$ cat src/rtl/bcd_pkg.sv
// Shared types and constants for the sequential binary-to-BCD converter.
package bcd_pkg;

  typedef enum logic [1:0] {
    IDLE  = 2'd0,
    SHIFT = 2'd1,
    DONE  = 2'd2
  } state_t;

  localparam int BCD_DIGIT_W = 4;
  localparam int ADD3_THRESH = 5;

  // Step counter must be able to hold N (it passes N-1 on the last step).
  function automatic int cnt_width(input int n);
    return $clog2(n + 1);
  endfunction

endpackage

$ cat src/rtl/dabble_step.sv
// One double-dabble iteration: add 3 to every digit >= 5, then shift the
// whole BCD field left by one, pulling in the next binary MSB at bit 0.
module dabble_step
  import bcd_pkg::*;
#(
  parameter int D = 3
) (
  input  logic [BCD_DIGIT_W*D-1:0] bcd_in,
  input  logic                     msb_in,
  output logic [BCD_DIGIT_W*D-1:0] bcd_out
);

  logic [D-1:0][BCD_DIGIT_W-1:0] corr;
  // Top bit shifted out of the last digit; always 0 when 10^D > 2^N-1.
  logic                          unused_carry;

  for (genvar i = 0; i < D; i++) begin : g_dig
    logic [BCD_DIGIT_W-1:0] dig;
    assign dig     = bcd_in[i*BCD_DIGIT_W +: BCD_DIGIT_W];
    // Per-digit correction, no carry between digits
    assign corr[i] = (dig >= BCD_DIGIT_W'(ADD3_THRESH)) ? dig + BCD_DIGIT_W'(3) : dig;
  end

  assign {unused_carry, bcd_out} = {corr, msb_in};

endmodule

$ cat src/rtl/bcd_conv_ctrl.sv
// Binary-to-BCD conversion controller, one bit per clock (double dabble).
// Optional leading-zero mask output enabled by macro BCD_CONV_BLANK_EN;
// without it, blank is tied to zero.
module bcd_conv_ctrl
  import bcd_pkg::*;
#(
  parameter int N = 8,
  parameter int D = 3
) (
  input  logic                     Clock,
  input  logic                     Reset,
  input  logic                     start,
  input  logic [N-1:0]             bin_in,
  output logic                     busy,
  output logic                     done,
  output logic [BCD_DIGIT_W*D-1:0] bcd_out,
  output logic [D-1:0]             blank
);

  localparam int CW = cnt_width(N);
  localparam int BW = BCD_DIGIT_W * D;

  state_t            state;
  // BCD field in the upper BW bits, binary operand in the lower N bits
  logic [BW+N-1:0]   scratch;
  logic [CW-1:0]     cnt;
  logic [BW-1:0]     bcd_nxt;
  logic              last;

  dabble_step #(.D(D)) u_step (
    .bcd_in (scratch[BW+N-1:N]),
    .msb_in (scratch[N-1]),
    .bcd_out(bcd_nxt)
  );

  assign last = (cnt == CW'(N - 1));

  // Control FSM, scratch/counter datapath and registered outputs
  always_ff @(posedge Clock) begin
    if (Reset) begin
      state   <= IDLE;
      busy    <= 1'b0;
      done    <= 1'b0;
      bcd_out <= '0;
      scratch <= '0;
      cnt     <= '0;
    end else begin
      case (state)
        IDLE: begin
          if (start) begin
            scratch <= {BW'(0), bin_in};
            cnt     <= '0;
            busy    <= 1'b1;
            state   <= SHIFT;
          end
        end
        SHIFT: begin
          scratch <= {bcd_nxt, scratch[N-2:0], 1'b0};
          cnt     <= cnt + CW'(1);
          if (last) begin
            bcd_out <= bcd_nxt;
            busy    <= 1'b0;
            done    <= 1'b1;
            state   <= DONE;
          end
        end
        DONE: begin
          done  <= 1'b0;
          state <= IDLE;
        end
        default: begin
          busy  <= 1'b0;
          done  <= 1'b0;
          state <= IDLE;
        end
      endcase
    end
  end

`ifdef BCD_CONV_BLANK_EN
  logic [D-1:0] blank_nxt;
  logic         zero_above;

  // Leading-zero mask of the result about to be published; digit 0 never blanks
  always_comb begin
    blank_nxt  = '0;
    zero_above = 1'b1;
    for (int i = D - 1; i >= 1; i--) begin
      zero_above   = zero_above & (bcd_nxt[i*BCD_DIGIT_W +: BCD_DIGIT_W] == '0);
      blank_nxt[i] = zero_above;
    end
  end

  // blank follows bcd_out: same reset value (a displayed "0") and update edge
  always_ff @(posedge Clock) begin
    if (Reset)
      blank <= ~D'(1);
    else if (state == SHIFT && last)
      blank <= blank_nxt;
  end
`else
  assign blank = '0;
`endif

endmodule

$ cat config.mk
export PLATFORM = sky130hd
export DESIGN_NAME = bcd_conv_ctrl
export DESIGN_NICKNAME = d
export VERILOG_FILES = /design/src/rtl/bcd_pkg.sv /design/src/rtl/dabble_step.sv /design/src/rtl/bcd_conv_ctrl.sv
export SDC_FILE = /design/constraint.sdc
export NUM_CORES = 1
export LEC_CHECK = 0
export BUFFER_PORTS_ARGS = -buffer_cell sky130_fd_sc_hd__buf_2
export CAP_MARGIN = 40
export CORE_MARGIN = 4
export CORE_UTILIZATION = 25
export DETAILED_ROUTE_END_ITERATION = 12
export MAX_ROUTING_LAYER = met4
export PLACE_DENSITY = 0.5
export SLEW_MARGIN = 20
export SYNTH_ARGS = -nofsm -noshare
export SYNTH_HDL_FRONTEND = slang
export SYNTH_SLANG_ARGS = --single-unit
$ cat constraint.sdc
create_clock -name Clock -period 1.3 [get_ports Clock]
set_input_delay 0.13 -clock Clock [delete_from_list [all_inputs] [get_ports Clock]]
set_output_delay 0.13 -clock Clock [all_outputs]
set_load 0.005 [all_outputs]
### Word level (Yosys, flattened, before mapping)

Index checks and enable logic that the tools add are counted.

| cells by class | value |
|---|---|
| add/sub/neg operators | 4 |
| order comparisons | 3 |
| equal/unequal tests | 5 |
| multiplexer cells | 15 |
| bitwise logic cells | 2 |
| reduce and logical (&&, ||, !) cells | 7 |

Operators with widths:

| operator | number |
|---|---|
| 20-bit one-hot mux with 2 select lines | 1 |
| 20-bit 2-to-1 mux | 1 |
| 4-bit by 3-bit >= comparator with 1-bit output (second input constant) | 3 |
| 4-bit 2-to-1 mux | 3 |
| 4-bit by 2-bit adder with 4-bit output (second input constant) | 2 |
| 4-bit one-hot mux with 2 select lines | 1 |
| 2-bit AND reduction | 4 |
| 4-bit by 1-bit adder with 4-bit output (second input constant) | 1 |
| 4-bit by 3-bit equality test with 1-bit output (second input constant) | 1 |
| 2-bit 2-to-1 mux | 2 |
| 2-bit != test (second input constant) | 2 |
| 2-bit one-hot mux with 2 select lines | 1 |
| 3-bit by 2-bit adder with 3-bit output (second input constant) | 1 |
| 1-bit 2-to-1 mux | 3 |
| 3-bit 2-to-1 mux | 1 |
| 1-bit one-hot mux with 3 select lines | 1 |
| 3-bit AND reduction | 1 |
| 2-bit by 1-bit equality test with 1-bit output (second input constant) | 1 |
| 2-bit equality test (second input constant) | 1 |
| 2-bit logical NOT | 1 |
| 1-bit inverter | 2 |
| 1-bit one-hot mux with 2 select lines | 1 |
| 2-bit nonzero test | 1 |

| word-level totals | value |
|---|---|
| register bits after elaboration | 40 |
| input bits | 11 |
| output and inout bits | 17 |

### Longest topological paths before layout

Gate-level depths: netlist of run 1.

| logic depth | value |
|---|---|
| depth in word-level cells | 3 |
| gate-level depth with buffers | 7 |

### Cells and area by module

Synthesis of run 1 repeated with hierarchy kept, for this count alone.

| second synthesis, totals | value |
|---|---|
| cells, all modules | 225 |
| area, all modules | 2025.7 sq um |

By module, submodules not included:

| module | instances | cells an instance | area an instance (sq um) | sequential area each (sq um) |
|---|---|---|---|---|
| bcd_conv_ctrl | 1 | 180 | 1734.2 | 800.8 |
| dabble_step | 1 | 45 | 291.5 | 0.0 |

### Worst setup path after synthesis of run 1

OpenSTA, ideal clock, no wires.

| path | value |
|---|---|
| path type | flip-flop to flip-flop |
| start point | register cnt[0] |
| end point | register bcd_out[11] |
| data arrival time | 1.267 ns |
| path slack | -0.099 ns |
| cell stages (with the launch flop) | 7 |
| period minus slack after synthesis | 1.399 ns |
| cells stage by stage | dfxtp_1 ha_1 nand3b_1 or2_1 buf_6 a211oi_2 nor3_1 |

| between the ends | value |
|---|---|
| longest elaborated chain between the ends | 2 |

RTL lines:

| item | RTL line | RTL |
|---|---|---|
| start: declaration | bcd_conv_ctrl.sv:26 | `logic [CW-1:0] cnt;` |
| start signal: assignment | bcd_conv_ctrl.sv:59 | `cnt <= cnt + CW'(1);` |
| 4-bit by 3-bit equality test with 1-bit output | bcd_conv_ctrl.sv:36 | `assign last = (cnt == CW'(N - 1));` |
| 2-bit AND reduction (no source line) | n/a |  |
| end signal: assignment | bcd_conv_ctrl.sv:61 | `bcd_out <= bcd_nxt;` |
| end: declaration | bcd_conv_ctrl.sv:16 | `output logic [BCD_DIGIT_W*D-1:0] bcd_out,` |

Every way passes these cells.
A chain may end at the register's enable or synchronous reset.

### Final worst setup path of run 1

| path | value |
|---|---|
| start point | register scratch[13] |
| end point | register scratch[14] |

| between the ends | value |
|---|---|
| longest elaborated chain between the ends | 3 |

RTL lines:

| item | RTL line | RTL |
|---|---|---|
| start: declaration | bcd_conv_ctrl.sv:25 | `logic [BW+N-1:0] scratch;` |
| start signal: assignment | bcd_conv_ctrl.sv:51 | `scratch <= {BW'(0), bin_in};` |
| start signal: assignment | bcd_conv_ctrl.sv:58 | `scratch <= {bcd_nxt, scratch[N-2:0], 1'b0};` |
| 4-bit by 2-bit adder with 4-bit output / 4-bit by 3-bit >= comparator with 1-bit output (equally long branches) | dabble_step.sv:21 | `assign corr[i] = (dig >= BCD_DIGIT_W'(ADD3_THRESH)) ? dig + BCD_DIGIT_W'(3) : dig;` |
| 4-bit 2-to-1 mux (*) | dabble_step.sv:21 |  |
| 20-bit one-hot mux with 2 select lines (*) | bcd_conv_ctrl.sv:48 | `case (state)` |

Mark *: on every way between the ends. The rest lies on a longest branch, timed or not.

==> flow_summary_export.csv, run 1 <==
group,metric,value,unit
routing,wl_per_cell,13.1,um
critical_path,cp_data_arrival_time,1550,ps
routing,drt-pass1-iter-count,4,
yosys,synthFlopType,"dfxtp_1",
critical_path,path_cells,"inv_4, ha_4, nand2b_4, a21o_1, mux2i_1, a22o_1",
critical_path,worstSetupEndpointType,"flop",
sta,skew,7.28,ps
power_and_ir_drop,switchingPower,0.646,mW
power_and_ir_drop,power_per_cell_area,960,nW/um^2
routing,drc,0,
critical_path,startpoint,"scratch[13]",
critical_path,criticalPathCategory,"flop to flop",
routing,drtAntennaViolNets,0,
placement,preCtsSetupSlack,-167,ps
hold_path,min_from,"bin_in[1]",
yosys,ys_seq_elements,40,
critical_path,r2r_end,"scratch[14]",
clock_tree,clockBufferDepth,2,
layout,antennaDiodeCount,0,
power_and_ir_drop,p_leak,1.18,nW
power_and_ir_drop,power.clock.fraction,39.0,%
yosys,synthDistinctLibCells,38,
critical_path,cp_num_buf_inv,1,
critical_path,crit_family,"compound AO/OA/AOI/OAI gates",
hold_path,min_path_cells,3,
die,core_area,7290,um^2
yosys,synthXorXnorAreaFrac,0.928,%
routing,wl_met1,2.34,mm
power_and_ir_drop,vdd_ir_drop_max,0.000426,V
global_route,track_usage,12.0,%
job,cap_violations,0,
critical_path,required,1500,ps
yosys,async_flop_share,0,%
global_route,overflow,0,
power_and_ir_drop,pwr-share-comb,11.6,%
routing,wl_met2,2.38,mm
die,fp-row-count,31,
global_route,grt_pass1_vias,1667,
routing,routed-via-count,1730,
placement,hpwlAfterDp,3.49,mm
critical_path,r2r_slack,-50,ps
yosys,ys_warn_count,0,
die,dieArea,9000,um^2
layout,fin_nets,301,
placement,gp_congestion,0.776,
clock_tree,root_buffer,"clkbuf_8",
critical_path,crit_fanout,3,
yosys,synth-edff-count,0,
layout,fin_cells,383,
power_and_ir_drop,swShare,24.5,%
sta,min_period_over_period,104,%
hold_path,min_path_type,"primary input to flop",
yosys,synth-adder-area-share,4.64,%
critical_path,critPathLaunchType,"flop",
clock_tree,clkSinkCount,40,
yosys,synth_area_leaders,"dfxtp_1, a21oi_1, ha_1",
critical_path,rr_startpoint,"scratch[13]",
hold_path,holdPathEnd,"scratch[1]",
yosys,seq_area_frac_synth,42.4,%
sta,tns,-262,ps
layout,final_common_cell,"buf_4",
layout,seq_area,818,um^2
sta,finalSetupViolCount,9,
yosys,synth_mux_area_share,1.06,%
yosys,synth-compound-area-share,23.0,%
layout,drive_gt1_share,46.5,%
power_and_ir_drop,internal_power,1.99,mW
routing,drt-initial-drc-count,80,
global_route,grt_max_degree,17,
yosys,synthCells,218,
die,die_w,94.9,um
sta,postLayoutSetupSlackWorst,-50.1,ps
die,fp.dieH,94.9,um
critical_path,cpPeakStageDelay,360,ps
routing,vias_per_cell,4.52,
yosys,synth_top_area_share,42.4,%
layout,fillCellCount,796,
die,io_pins,28,
global_route,grt_pass1_wl,8.11,mm
placement,dp_cells,367,
routing,top_layer_used,"met4",
sta,fmaxAchievable,0.741,GHz
clock_tree,clkTransAtPathRegs,80,ps
clock_tree,cts_buffers,5,
yosys,synth_area,1890,um^2
outcome,violations,"setup timing",
yosys,synth-simple-area-share,18.8,%
critical_path,reg2regPathDepth,6,
placement,place.port_buffers,24,
clock_tree,worstSkewPairLatency,300,ps
critical_path,slowest_stage,"dfxtp_2",
routing,wirelength,5.01,mm
clock_tree,cts_tree,"yes",
layout,final_cell_mix,"buf_4, dfxtp_1, buf_2, nand2_1, nor2_1",
sta,final_hold_viol_count,0,
yosys,synth_top_family_by_area,"compound AO/OA/AOI/OAI gates",
sta,whs,51.6,ps
routing,dr_wl_met3,230,um
global_route,antenna_found_initial,0,
yosys,syn_avg_cell_area,8.66,um^2
power_and_ir_drop,power_frac_seq,49.4,%
yosys,yosys.area.top_type,"dfxtp_1",
die,initial_core_util,25.9,%
layout,syn_to_final_growth,45.4,%
sta,rsz0062_at_grt,"yes",
sta,drv_slew,0,
clock_tree,htree_levels,2,
layout,multiInputGateArea,1120,um^2
outcome,outcome,"complete, but fails checks",
sta,period_needed,1350,ps
-- per-layer routing --
layer | up-vias | track usage, %
li1 | 892 | -
met1 | 790 | 15.5
met2 | 40 | 18.3
met3 | 8 | 3.11
met4 | 0 | 3.97
met5 | - | -
-- worst register-to-register path: cells and delay by family, from the launching register on --
family,cells,cell delay [ps]
AO/OA/AOI/OAI,2,420
flip-flops,1,360
multiplexers,1,150
adder cells (fa/ha/maj),1,140
AND/OR/NAND/NOR,1,130
buffers and inverters,1,50
-- area by class of cell --
cell class	instances	area share, %
Multi-Input combinational cell	148	40.8
Clock buffer	5	2.51
Tap cell	99	4.52
Inverter	17	2.51
Timing Repair Buffer	71	18.2
Sequential cell	40	29.8
Clock inverter	3	1.55
-- power groups by stage --
stage                     Sequential (mW)  Combinational, mW  Clock (mW)
after floorplan                      1.31              0.160           0
after detailed placement             1.32              0.256           0
after global placement               1.33              0.253           0
final                                1.30              0.306        1.03
after global routing                 1.30              0.339        1.12
after CTS                            1.30              0.282        1.07
-- what timing repair did --
item,4_1_cts,5_1_grt
buffers inserted,5,3
gates resized for setup,27,32
gates cloned,1,0
pin swaps,12,10
hold buffers,0,0
endpoints found under the setup margin,26,26
hold endpoints to repair,0,0
-- metrics by stage --
stage	cell area [um^2]	utilization (%)	power, mW
floorplan	1920	-	1.47
global placement	2370	32.6	1.58
detailed placement	2370	32.6	1.58
CTS	2600	35.7	2.64
global route	2740	37.6	2.76
finish	2740	37.6	2.63
-- registers in the layout (all words and copies together) (netlist names) --
register / cells
busy: 1
state: 2
bcd_out: 12
scratch: 20
done: 1
cnt: 4
-- how the worst max path moves through the flow --
stage / to / slack, ps / cells past startpoint
floorplan: bcd_out[11] / -6 / 6
global placement: bcd_out[2] / -170 / 6
detailed placement: bcd_out[6] / -170 / 6
CTS: bcd_out[5] / -100 / 5
global route: bcd_out[7] / -110 / 6
finish: scratch[14] / -50 / 6
-- synth_stat cells, types with 3 or more instances --
library cell	instances
a211oi_2	3
nand2_1	17
clkbuf_1	4
a222oi_1	3
nand3b_1	3
nor2_1	19
ha_1	7
nand3_1	5
buf_4	7
inv_1	17
o221a_2	4
nor3_1	8
o21ai_0	14
a22o_1	4
a21oi_1	18
nand2b_1	5
a21o_1	6
dfxtp_1	40
nor3b_1	7
-- kinds of logic after synthesis --
group | count (synthesis)
other | 1
xor gates and xnor gates | 2
adders and majority gates | 7
buffers and inverters | 33
muxes | 2
and+or+nand+nor | 70
DFF | 40
AOI/OAI and AO/OA | 63
Note: power is estimated with default switching activity, not from simulation.
==> inputs of run 2 (changes only) <==
Settings changed: ABC_AREA set to 1.
==> run 2 against run 1 <==
Core utilization fell by 2.5 points; largest power group unchanged; the run now ends clean; combinational power down 34%; first-iteration DRC count shrank 55%.
==> flow_summary_export.csv, run 2 <==
group,metric,value,unit
outcome,outcome,"finished clean",
hold_path,min_path_type,"primary input to flop",
sta,fmaxAchievable,0.772,GHz
sta,min_period_over_period,99.6,%
yosys,yosys.area.top_type,"dfxtp_1",
clock_tree,clkSinkCount,40,
yosys,synthXorXnorAreaFrac,0,%
yosys,synth_area,1870,um^2
power_and_ir_drop,vdd_ir_drop_max,0.000336,V
critical_path,criticalPathCategory,"flop to flop",
sta,skew,9.06,ps
clock_tree,cts_tree,"yes",
sta,period_needed,1290,ps
clock_tree,cts_buffers,5,
yosys,ys_seq_elements,40,
layout,regMostFlops,"scratch",
critical_path,worstSetupEndpointType,"flop",
yosys,synth-edff-count,0,
routing,wl_per_cell,11.5,um
die,fp.dieH,94.4,um
routing,drt-initial-drc-count,36,
global_route,antenna_found_initial,0,
yosys,synth_top_family_by_area,"simple AND/OR/NAND/NOR gates",
clock_tree,root_buffer,"clkbuf_8",
sta,drv_slew,0,
layout,final_common_cell,"nand2_1",
layout,final_cell_mix,"nand2_1, dfxtp_1, nor2_1, buf_2, inv_1",
power_and_ir_drop,power_per_cell_area,890,nW/um^2
die,die_w,94.4,um
critical_path,crit_fanout,5,
sta,rsz0062_at_grt,"yes",
yosys,ys_warn_count,0,
yosys,synth_top_area_share,42.9,%
power_and_ir_drop,p_leak,1.16,nW
routing,top_layer_used,"met4",
routing,drc,0,
routing,wirelength,4.76,mm
job,cap_violations,0,
global_route,grt_pass1_vias,1604,
yosys,yosysMostFrequentCell,"nand2_1",
yosys,synth_area_leaders,"dfxtp_1, nand2_1, nor2_1",
critical_path,rr_startpoint,"cnt[1]",
placement,dp_cells,396,
routing,vias_per_cell,4.25,
global_route,grt_pass1_wl,7.46,mm
clock_tree,htree_levels,2,
layout,drive_gt1_share,34.8,%
die,io_pins,28,
yosys,async_flop_share,0,%
placement,preCtsSetupSlack,-52.6,ps
critical_path,required,1500,ps
routing,routed-via-count,1753,
yosys,synthFlopType,"dfxtp_1",
yosys,synth_mux_area_share,0,%
critical_path,cp_data_arrival_time,1490,ps
routing,drt-pass1-iter-count,4,
clock_tree,clockBufferDepth,2,
global_route,overflow,0,
layout,fin_nets,331,
critical_path,startpoint,"cnt[1]",
placement,gp_congestion,0.792,
placement,hpwlAfterDp,3.28,mm
yosys,synthDistinctLibCells,26,
yosys,synth-compound-area-share,11.8,%
routing,wl_met1,2.43,mm
yosys,seq_area_frac_synth,42.9,%
yosys,synth-simple-area-share,30.9,%
yosys,synth-adder-area-share,4.69,%
hold_path,min_from,"bin_in[0]",
critical_path,critPathLaunchType,"flop",
die,core_area,7250,um^2
routing,dr_wl_met3,162,um
sta,finalSetupViolCount,0,
clock_tree,worstSkewPairLatency,290,ps
sta,postLayoutSetupSlackWorst,5.10,ps
routing,drtAntennaViolNets,0,
die,fp-row-count,31,
routing,wl_met2,2.13,mm
yosys,syn_avg_cell_area,7.13,um^2
layout,reg_top3,"scratch: 20 flops, bcd_out: 12 flops, cnt: 4 flops",
layout,multiInputGateArea,1020,um^2
layout,syn_to_final_growth,36.3,%
clock_tree,clkTransAtPathRegs,80,ps
power_and_ir_drop,total_power,2.26,mW
yosys,synthCells,262,
placement,place.port_buffers,24,
yosys,synthTopCellsByCount,"nand2_1, dfxtp_1, nor2_1",
sta,final_hold_viol_count,0,
die,initial_core_util,25.7,%
layout,largest_reg_flops,20,
layout,seq_area,815,um^2
global_route,track_usage,10.9,%
global_route,grt_max_degree,21,
layout,fin_cells,412,
die,dieArea,8910,um^2
layout,antennaDiodeCount,0,
layout,fillCellCount,771,
-- run 2: changes by cell type after synthesis, sizes merged, moves of 7 or more --
cell,delta
o21ai,+11
a21oi,-8
inv,+17
nor2,+18
nand2,+51
nand3,+10
nor3b,-7
-- run 2: layout make-up --
type	count	share of cell area (%)
clock buffers	6	2.85
well taps	99	4.87
multi-input cells	183	40.2
repair buffers	49	14.7
clock inverters	1	0.197
inverters	34	5.11
flip-flops and latches	40	32.0
-- run 2: per-stage QoR --
stage | cell area [um^2] | utilization (%) | TNS [ps] | hold slack, ps
2_1_floorplan | 1870 | - | 0 | 276
3_3_place_gp | 2200 | 30.3 | -20.1 | 390
3_5_place_dp | 2200 | 30.3 | -235 | 399
4_1_cts | 2290 | 31.6 | 0 | 99.9
5_1_grt | 2540 | 35.1 | -265 | 119
6_report | 2540 | 35.1 | 0 | 103
-- run 2: kinds of logic (layout without fill, tap and decap cells) --
family	Yosys count	in the layout
AO/OA/AOI/OAI	42	42
adder cells (fa/ha/maj)	7	7
buffers and inverters	41	90
flip-flops	40	40
other	1	3
AND/OR/NAND/NOR	131	131
-- run 2: per-layer routing --
layer	up-vias	GRT usage, %
met3	5	2.71
met4	0	2.89
met5	-	-
li1	934	-
met1	786	14.4
met2	28	16.7
-- run 2: worst max-delay path, cell delays in order (launching register included) --
cell and delay (ps):
dfxtp_2 360, ha_4 150, nand3_4 90, nor2_4 140, buf_12 140, clkbuf_16 140, nand3_1 90, nand2_1 70
inv_1 30
-- run 2: where the power goes --
part	internal (mW)	switching [mW]	total, mW
logic	0.0836	0.120	0.203
clock network	0.365	0.419	0.784
registers	1.26	0.0209	1.28
-- run 2: what timing repair did --
action,CTS,global route
gates cloned,0,3
resized for setup,4,50
hold buffers,0,0
pin swaps,1,15
setup endpoints to repair,11,20
setup buffers,0,6
-- run 2: final timing paths --
kind	endpoint	cells after the start	slack (ps)
max	bcd_out[10]	8	5
min	scratch[0]	3	100
max reg2reg	bcd_out[10]	8	5
min reg2reg	scratch[0]	2	460
